==> config.mk <==
export PLATFORM = sky130hd
export DESIGN_NAME = alu_ctrl_exec_pipe
export DESIGN_NICKNAME = d
export VERILOG_FILES = /design/src/rtl/alu_ctrl_exec_pipe.sv
export SDC_FILE = /design/constraint.sdc
export NUM_CORES = 1
export LEC_CHECK = 0
export CORE_ASPECT_RATIO = 1.25
export CORE_UTILIZATION = 35
export DETAILED_ROUTE_END_ITERATION = 6
export DONT_BUFFER_PORTS = 1
export GPL_ROUTABILITY_DRIVEN = 1
export PLACE_DENSITY = 0.5
export SLEW_MARGIN = 20
export SYNTH_ARGS = -nofsm -noshare
export SYNTH_HDL_FRONTEND = slang
export SYNTH_SLANG_ARGS = --single-unit
==> constraint.sdc <==
create_clock -name clk -period 10.75 [get_ports clk]
set_input_delay 0.5375 -clock clk [delete_from_list [all_inputs] [get_ports clk]]
set_output_delay 0.5375 -clock clk [all_outputs]
set_load 0.02 [all_outputs]
==> src/rtl/alu_ctrl_exec_pipe.sv <==
// alu_ctrl_exec_pipe: two-stage EX pipe, stage 1 decodes ALUOp/funct, stage 2 executes RV32I ops.
// Optional ALU_ILLEGAL_CNT_EN adds illegal_cnt, a saturating count of delivered illegal results.
module alu_ctrl_exec_pipe #(
  parameter int WIDTH = 32,
  parameter int TAG_W = 5
) (
  input  logic             clk,
  input  logic             rst_n,
  input  logic             flush,
  input  logic             in_valid,
  output logic             in_ready,
  input  logic [1:0]       alu_op,
  input  logic [3:0]       funct,
  input  logic [WIDTH-1:0] opa,
  input  logic [WIDTH-1:0] opb,
  input  logic [TAG_W-1:0] in_tag,
  output logic             out_valid,
  input  logic             out_ready,
  output logic [WIDTH-1:0] result,
  output logic             zero,
  output logic             illegal,
  output logic [TAG_W-1:0] out_tag
`ifdef ALU_ILLEGAL_CNT_EN
  , output logic [7:0]     illegal_cnt
`endif
);
  localparam int SH = $clog2(WIDTH);
  localparam logic [3:0] OP_AND = 4'b0000, OP_OR = 4'b0001, OP_ADD = 4'b0010, OP_SUB = 4'b0110,
                         OP_XOR = 4'b0011, OP_SLL = 4'b0100, OP_SRL = 4'b0101, OP_SRA = 4'b0111,
                         OP_SLT = 4'b1000, OP_SLTU = 4'b1001, OP_ILL = 4'b1111;
  logic             r_s1_valid, r_s2_valid;
  logic [3:0]       r_s1_op;
  logic [WIDTH-1:0] r_s1_a, r_s1_b, r_result;
  logic [TAG_W-1:0] r_s1_tag, r_tag;
  logic             r_zero, r_illegal;
  logic             w_s2_free, w_adv, w_acc;
  logic [3:0]       w_op;
  logic [SH-1:0]    w_shamt;
  logic [WIDTH-1:0] w_res;
  assign w_s2_free = !r_s2_valid || out_ready;
  assign w_adv     = r_s1_valid && w_s2_free;
  assign in_ready  = !r_s1_valid || w_s2_free;
  assign w_acc     = in_valid && in_ready;
  assign w_shamt   = r_s1_b[SH-1:0];
  always_comb begin
    w_op = OP_ILL;
    if (alu_op == 2'b00) w_op = OP_ADD;
    else if (alu_op == 2'b01) w_op = OP_SUB;
    else if (alu_op == 2'b10)
      case (funct)
        4'b0000: w_op = OP_ADD;
        4'b1000: w_op = OP_SUB;
        4'b0001: w_op = OP_SLL;
        4'b0010: w_op = OP_SLT;
        4'b0011: w_op = OP_SLTU;
        4'b0100: w_op = OP_XOR;
        4'b0101: w_op = OP_SRL;
        4'b1101: w_op = OP_SRA;
        4'b0110: w_op = OP_OR;
        4'b0111: w_op = OP_AND;
        default: w_op = OP_ILL;
      endcase
    else
      // I-type: funct[3] only matters for shifts
      case (funct[2:0])
        3'b000:  w_op = OP_ADD;
        3'b001:  w_op = funct[3] ? OP_ILL : OP_SLL;
        3'b010:  w_op = OP_SLT;
        3'b011:  w_op = OP_SLTU;
        3'b100:  w_op = OP_XOR;
        3'b101:  w_op = funct[3] ? OP_SRA : OP_SRL;
        3'b110:  w_op = OP_OR;
        default: w_op = OP_AND;
      endcase
  end
  always_comb begin
    w_res = '0;
    case (r_s1_op)
      OP_AND:  w_res = r_s1_a & r_s1_b;
      OP_OR:   w_res = r_s1_a | r_s1_b;
      OP_XOR:  w_res = r_s1_a ^ r_s1_b;
      OP_ADD:  w_res = r_s1_a + r_s1_b;
      OP_SUB:  w_res = r_s1_a - r_s1_b;
      OP_SLL:  w_res = r_s1_a << w_shamt;
      OP_SRL:  w_res = r_s1_a >> w_shamt;
      OP_SRA:  w_res = $signed(r_s1_a) >>> w_shamt;
      OP_SLT:  w_res = {{(WIDTH-1){1'b0}}, $signed(r_s1_a) < $signed(r_s1_b)};
      OP_SLTU: w_res = {{(WIDTH-1){1'b0}}, r_s1_a < r_s1_b};
      default: w_res = '0;
    endcase
  end
  always_ff @(posedge clk or negedge rst_n) begin
    if (!rst_n) begin
      r_s1_valid <= 1'b0;
      r_s1_op    <= OP_AND;
      r_s1_a     <= '0;
      r_s1_b     <= '0;
      r_s1_tag   <= '0;
      r_s2_valid <= 1'b0;
      r_result   <= '0;
      r_zero     <= 1'b0;
      r_illegal  <= 1'b0;
      r_tag      <= '0;
    end else begin
      if (flush) r_s1_valid <= 1'b0;
      else if (in_ready) r_s1_valid <= in_valid;
      if (w_acc) begin
        r_s1_op  <= w_op;
        r_s1_a   <= opa;
        r_s1_b   <= opb;
        r_s1_tag <= in_tag;
      end
      if (flush) r_s2_valid <= 1'b0;
      else if (w_s2_free) r_s2_valid <= r_s1_valid;
      // data only moves on advance, so a stalled output holds stable
      if (w_adv) begin
        r_result  <= w_res;
        r_zero    <= w_res == '0;
        r_illegal <= r_s1_op == OP_ILL;
        r_tag     <= r_s1_tag;
      end
    end
  end
  assign out_valid = r_s2_valid;
  assign result    = r_result;
  assign zero      = r_zero;
  assign illegal   = r_illegal;
  assign out_tag   = r_tag;
`ifdef ALU_ILLEGAL_CNT_EN
  logic [7:0] r_cnt;
  always_ff @(posedge clk or negedge rst_n) begin
    if (!rst_n) r_cnt <= '0;
    else if (r_s2_valid && out_ready && r_illegal && r_cnt != 8'hFF) r_cnt <= r_cnt + 8'd1;
  end
  assign illegal_cnt = r_cnt;
`endif
endmodule

==> results by group <==
Outcome
  • Outcome: finished clean

Layout
  • Antenna Cells: 0
  • Layout net count: 1,941
  • Multi-input logic area: 0.0111 mm2
  • Register area: 0.00286 mm2
  • Layout Utilization: 0.376
  • Layout area overhead: 5.44%
  • Layout cells sized above 1: 0.147
  • Filler Cells Inserted: 4,433

Power
  • Switching share of power: 0.495
  • Clk pwr share: 0.221
  • Psw: 1.31 mW
  • LEAKAGE: 6.42 nW
  • Worst vdd ir: 0.000133 V
  • Comb power frac: 0.515
  • Power per Cell Area: 166 mW/mm2
  • Reg power frac: 0.264
  • P_int: 1.33 mW
  • Overall Power: 2.64 mW

Logic synthesis
  • Synth Flop Type: dfrtp_1
  • Synth Warn #: 0
  • Complex-gate fraction of the synthesized area: 0.262
  • Post-synthesis mux area share: 0.205
  • Synthesized area: 0.0151 mm2
  • Largest family of logic cells by synthesized area: compound AO/OA/AOI/OAI gates
  • Gate Count Post-Synth: 1,869
  • Adder-Cell Fraction of Synth Area: 0.0854
  • Netlist cell types: 103
  • FFs w/ async S/R, synth: 1.00
  • Register bit total from synthesis: 114
  • Post-Synth Simple-Gate Area: 0.175
  • Register area share after synthesis: 0.189
  • Mean Syn Cell Area: 8.09 um2
  • Net Count, Synth: 2,051
  • XOR/XNOR share of the synthesized area: 0.00290
  • Post-synth EDFFs: 0

Floorplan
  • Die ar.: 0.0440 mm2
  • Top-Level Pins: 121
  • Die Span X: 188 um
  • Core area: 0.0424 mm2
  • Initial Util: 0.357
  • Die Y-Extent: 234 um
  • Core Rows: 84

STA
  • Crit path time final: 5.89 ns
  • Final Setup Violations: 0
  • Max Freq: 170 MHz
  • Final WS setup: 4.86 ns
  • Worst-margin pin slew: 1.19 ns
  • RSZ-0062 raised after global routing: false
  • Hold_ws: 0.00898 ns
  • Final worst-path cycle share: 0.548
  • Worst Skew: 0.0158 ns
  • Slew Viols, Final: 0
  • Final Hold Viols: 0
  • Slew margin rel.: 0.206
  • Setup TNS: 0 ns

Setup path
  • Required time worst endpoint: 11.11 ns
  • Crit. End Element: flip-flop
  • WS Path Type: reg2reg
  • Crit-path max FO: 62
  • Crit path arrival time: 6.25 ns
  • CP startpoint: r_s1_b[2]$_DFFE_PN0P_
  • Startpoint types: flip-flop
  • R2r startpoint: r_s1_b[2]$_DFFE_PN0P_

Detailed routing
  • DR vias: 15,500
  • Routed len/inst: 30.0 um
  • Routed WL: 70.0 mm
  • Antenna-violating nets left: 0
  • Initial DRC count: 2,111
  • First-pass DRT Iterations: 6
  • Via density: 6.63
  • Number of remaining DRC errors: 0

Clock tree
  • CTS tree: yes
  • Hold_buf cts: 1
  • Clk_lat worst skew: 0.47 ns
  • Postcts setup bufs: 0
  • Post-CTS sizing: 0
  • Worst-path clk slew: 0.06 ns
  • CTS Sinks: 114
  • H-tree Lvls: 4
  • Clock tree buffer depth: 2
  • CTS Buf Count: 17
  • Clk root buf: clkbuf_16

GRT
  • Grt ovf: 0
  • Total Routing Usage GR: 0.315
  • Vias in the first global route: 14,800
  • Initial antenna violation count: 1
  • Largest net degree at the start of global routing: 115
  • First-pass GRT wire length: 102 mm

Place
  • Port-buffer cells: 0
  • Routability cong.: 1.10
  • Final HPWL DP: 52.9 mm
  • Pre-CTS WS: 5.11 ns

Flow run
  • Max-Cap Viols: 0

Worst hold path
  • HP Class: in2async
==> layout by cell type, fill, tap and decap left out, types with 37 or more instances in the layout <==
master,count
a21oi_1,136
buf_4,37
dfrtp_1,109
ha_1,100
inv_1,97
mux2_2,109
mux2i_1,69
mux4_2,38
nand2_1,165
nor2_1,165
nor3_1,44
o21ai_0,128
==> worst paths after layout <==
path | slack, ns | endpoint | cells after the start
worst max-delay path | 4.86 | zero$_DFFE_PN0P_ | 13
worst min-delay path | 0.009 | r_s1_a[4]$_DFFE_PN0P_ | 1
worst max register to register | 4.86 | zero$_DFFE_PN0P_ | 13
worst min register to register | 0.50 | r_s1_tag[0]$_DFFE_PN0P_ | 1
max in group asynchronous | 10.21 | r_s1_op[0]$_DFFE_PN0P_ | 1
min in group clk | 0.14 | r_s1_valid$_DFFE_PN0P_ | 1
==> final cells by class <==
class | instances | share of cell area
Sequential cell | 114 | 0.180
Tap cell | 559 | 0.0439
Timing Repair Buffer | 38 | 0.0192
Clock buffer | 18 | 0.0275
Clock inverter | 14 | 0.00965
Multi-Input combinational cell | 1482 | 0.695
Inverter | 106 | 0.0250
==> state kept, by name (all words and copies together), names as in the netlist <==
register and cells:
r_s1_a 32, r_s1_b 32, result 32, out_tag 5
r_s1_tag 5, r_s1_op 4, illegal 1, out_valid 1
r_s1_valid 1, zero 1
==> worst max-delay path, cell delays in order (launching register included) <==
cell and delay, ns:
dfrtp_4 0.93, clkinv_1 0.15, buf_4 0.27, ha_1 0.41, nor2b_1 0.17, a2111o_1 0.47, a31oi_2 0.31, a41oi_2 0.28
a221o_1 0.37, a2111oi_0 0.89, nand2_1 0.09, or4_1 0.58, or4_1 0.51, o41ai_2 0.27
==> layer usage <==
layer	up-vias	track usage	wire, um
met3	197	0.0690	5860
met4	0	0.171	3830
met5	-	0	0
met1	7654	0.390	28200
met2	839	0.509	32100
li1	6760	-	-
==> power by group through the flow <==
| stage | Clock, mW | Combinational [mW] | Sequential (mW) |
|---|---|---|---|
| 6_report | 0.585 | 1.36 | 0.697 |
| 5_1_grt | 0.613 | 1.44 | 0.710 |
| 4_1_cts | 0.601 | 1.32 | 0.696 |
| 3_5_place_dp | 0 | 1.31 | 0.704 |
| 3_3_place_gp | 0 | 1.31 | 0.700 |
| 2_1_floorplan | 0 | 0.939 | 0.627 |
==> kinds of logic (layout without fill, tap and decap cells) <==
group           Yosys count  after routing
mux                     232            232
simple gates            554            554
fa+ha+maj               102            102
buf+inv                 273            176
xor+xnor                  5              5
flops                   114            114
compound gates          589            589
==> metrics by stage <==
stage | cell area (um2) | cells
global route | 15900 | 2331
CTS | 15900 | 2331
detailed placement | 15300 | 2298
finish | 15900 | 2331
floorplan | 15100 | 1869
global placement | 15300 | 2298
==> synth_stat cells (8+ instances only) <==
| cell type | count | area, um2 |
|---|---|---|
| a221o_1 | 8 | 80.1 |
| nand3_1 | 36 | 180 |
| o31ai_1 | 25 | 188 |
| a21o_1 | 15 | 113 |
| nor2b_1 | 13 | 81.3 |
| o311ai_0 | 10 | 87.6 |
| a22oi_1 | 13 | 97.6 |
| o31a_1 | 8 | 70.1 |
| o21ai_0 | 128 | 641 |
| buf_4 | 9 | 67.6 |
| or3_1 | 12 | 75.1 |
| nor3_1 | 44 | 220 |
| buf_6 | 10 | 113 |
| o2111ai_1 | 10 | 87.6 |
| ha_1 | 100 | 1250 |
| o211ai_1 | 25 | 188 |
| nor2_1 | 165 | 619 |
| buf_2 | 26 | 130 |
| or4_1 | 12 | 90.1 |
| a31oi_1 | 24 | 150 |
| a311oi_1 | 8 | 70.1 |
| a21oi_1 | 136 | 681 |
| o221ai_1 | 14 | 123 |
| a211oi_1 | 36 | 270 |
| o21bai_1 | 9 | 67.6 |
| mux2_2 | 109 | 1230 |
| nor4_1 | 8 | 50.1 |
| nand2b_1 | 26 | 163 |
| o22ai_1 | 26 | 163 |
| nand2_1 | 166 | 623 |
| dfrtp_1 | 114 | 2850 |
| o32ai_1 | 8 | 70.1 |
| mux4_2 | 38 | 856 |
| a211o_1 | 8 | 70.1 |
| mux2i_1 | 69 | 691 |
| clkbuf_1 | 101 | 379 |
| mux4_1 | 8 | 210 |
| buf_1 | 16 | 60.1 |
| nand4_1 | 18 | 113 |
| inv_1 | 98 | 368 |
| and3_1 | 9 | 56.3 |
Power figures use the tool's default switching activity.
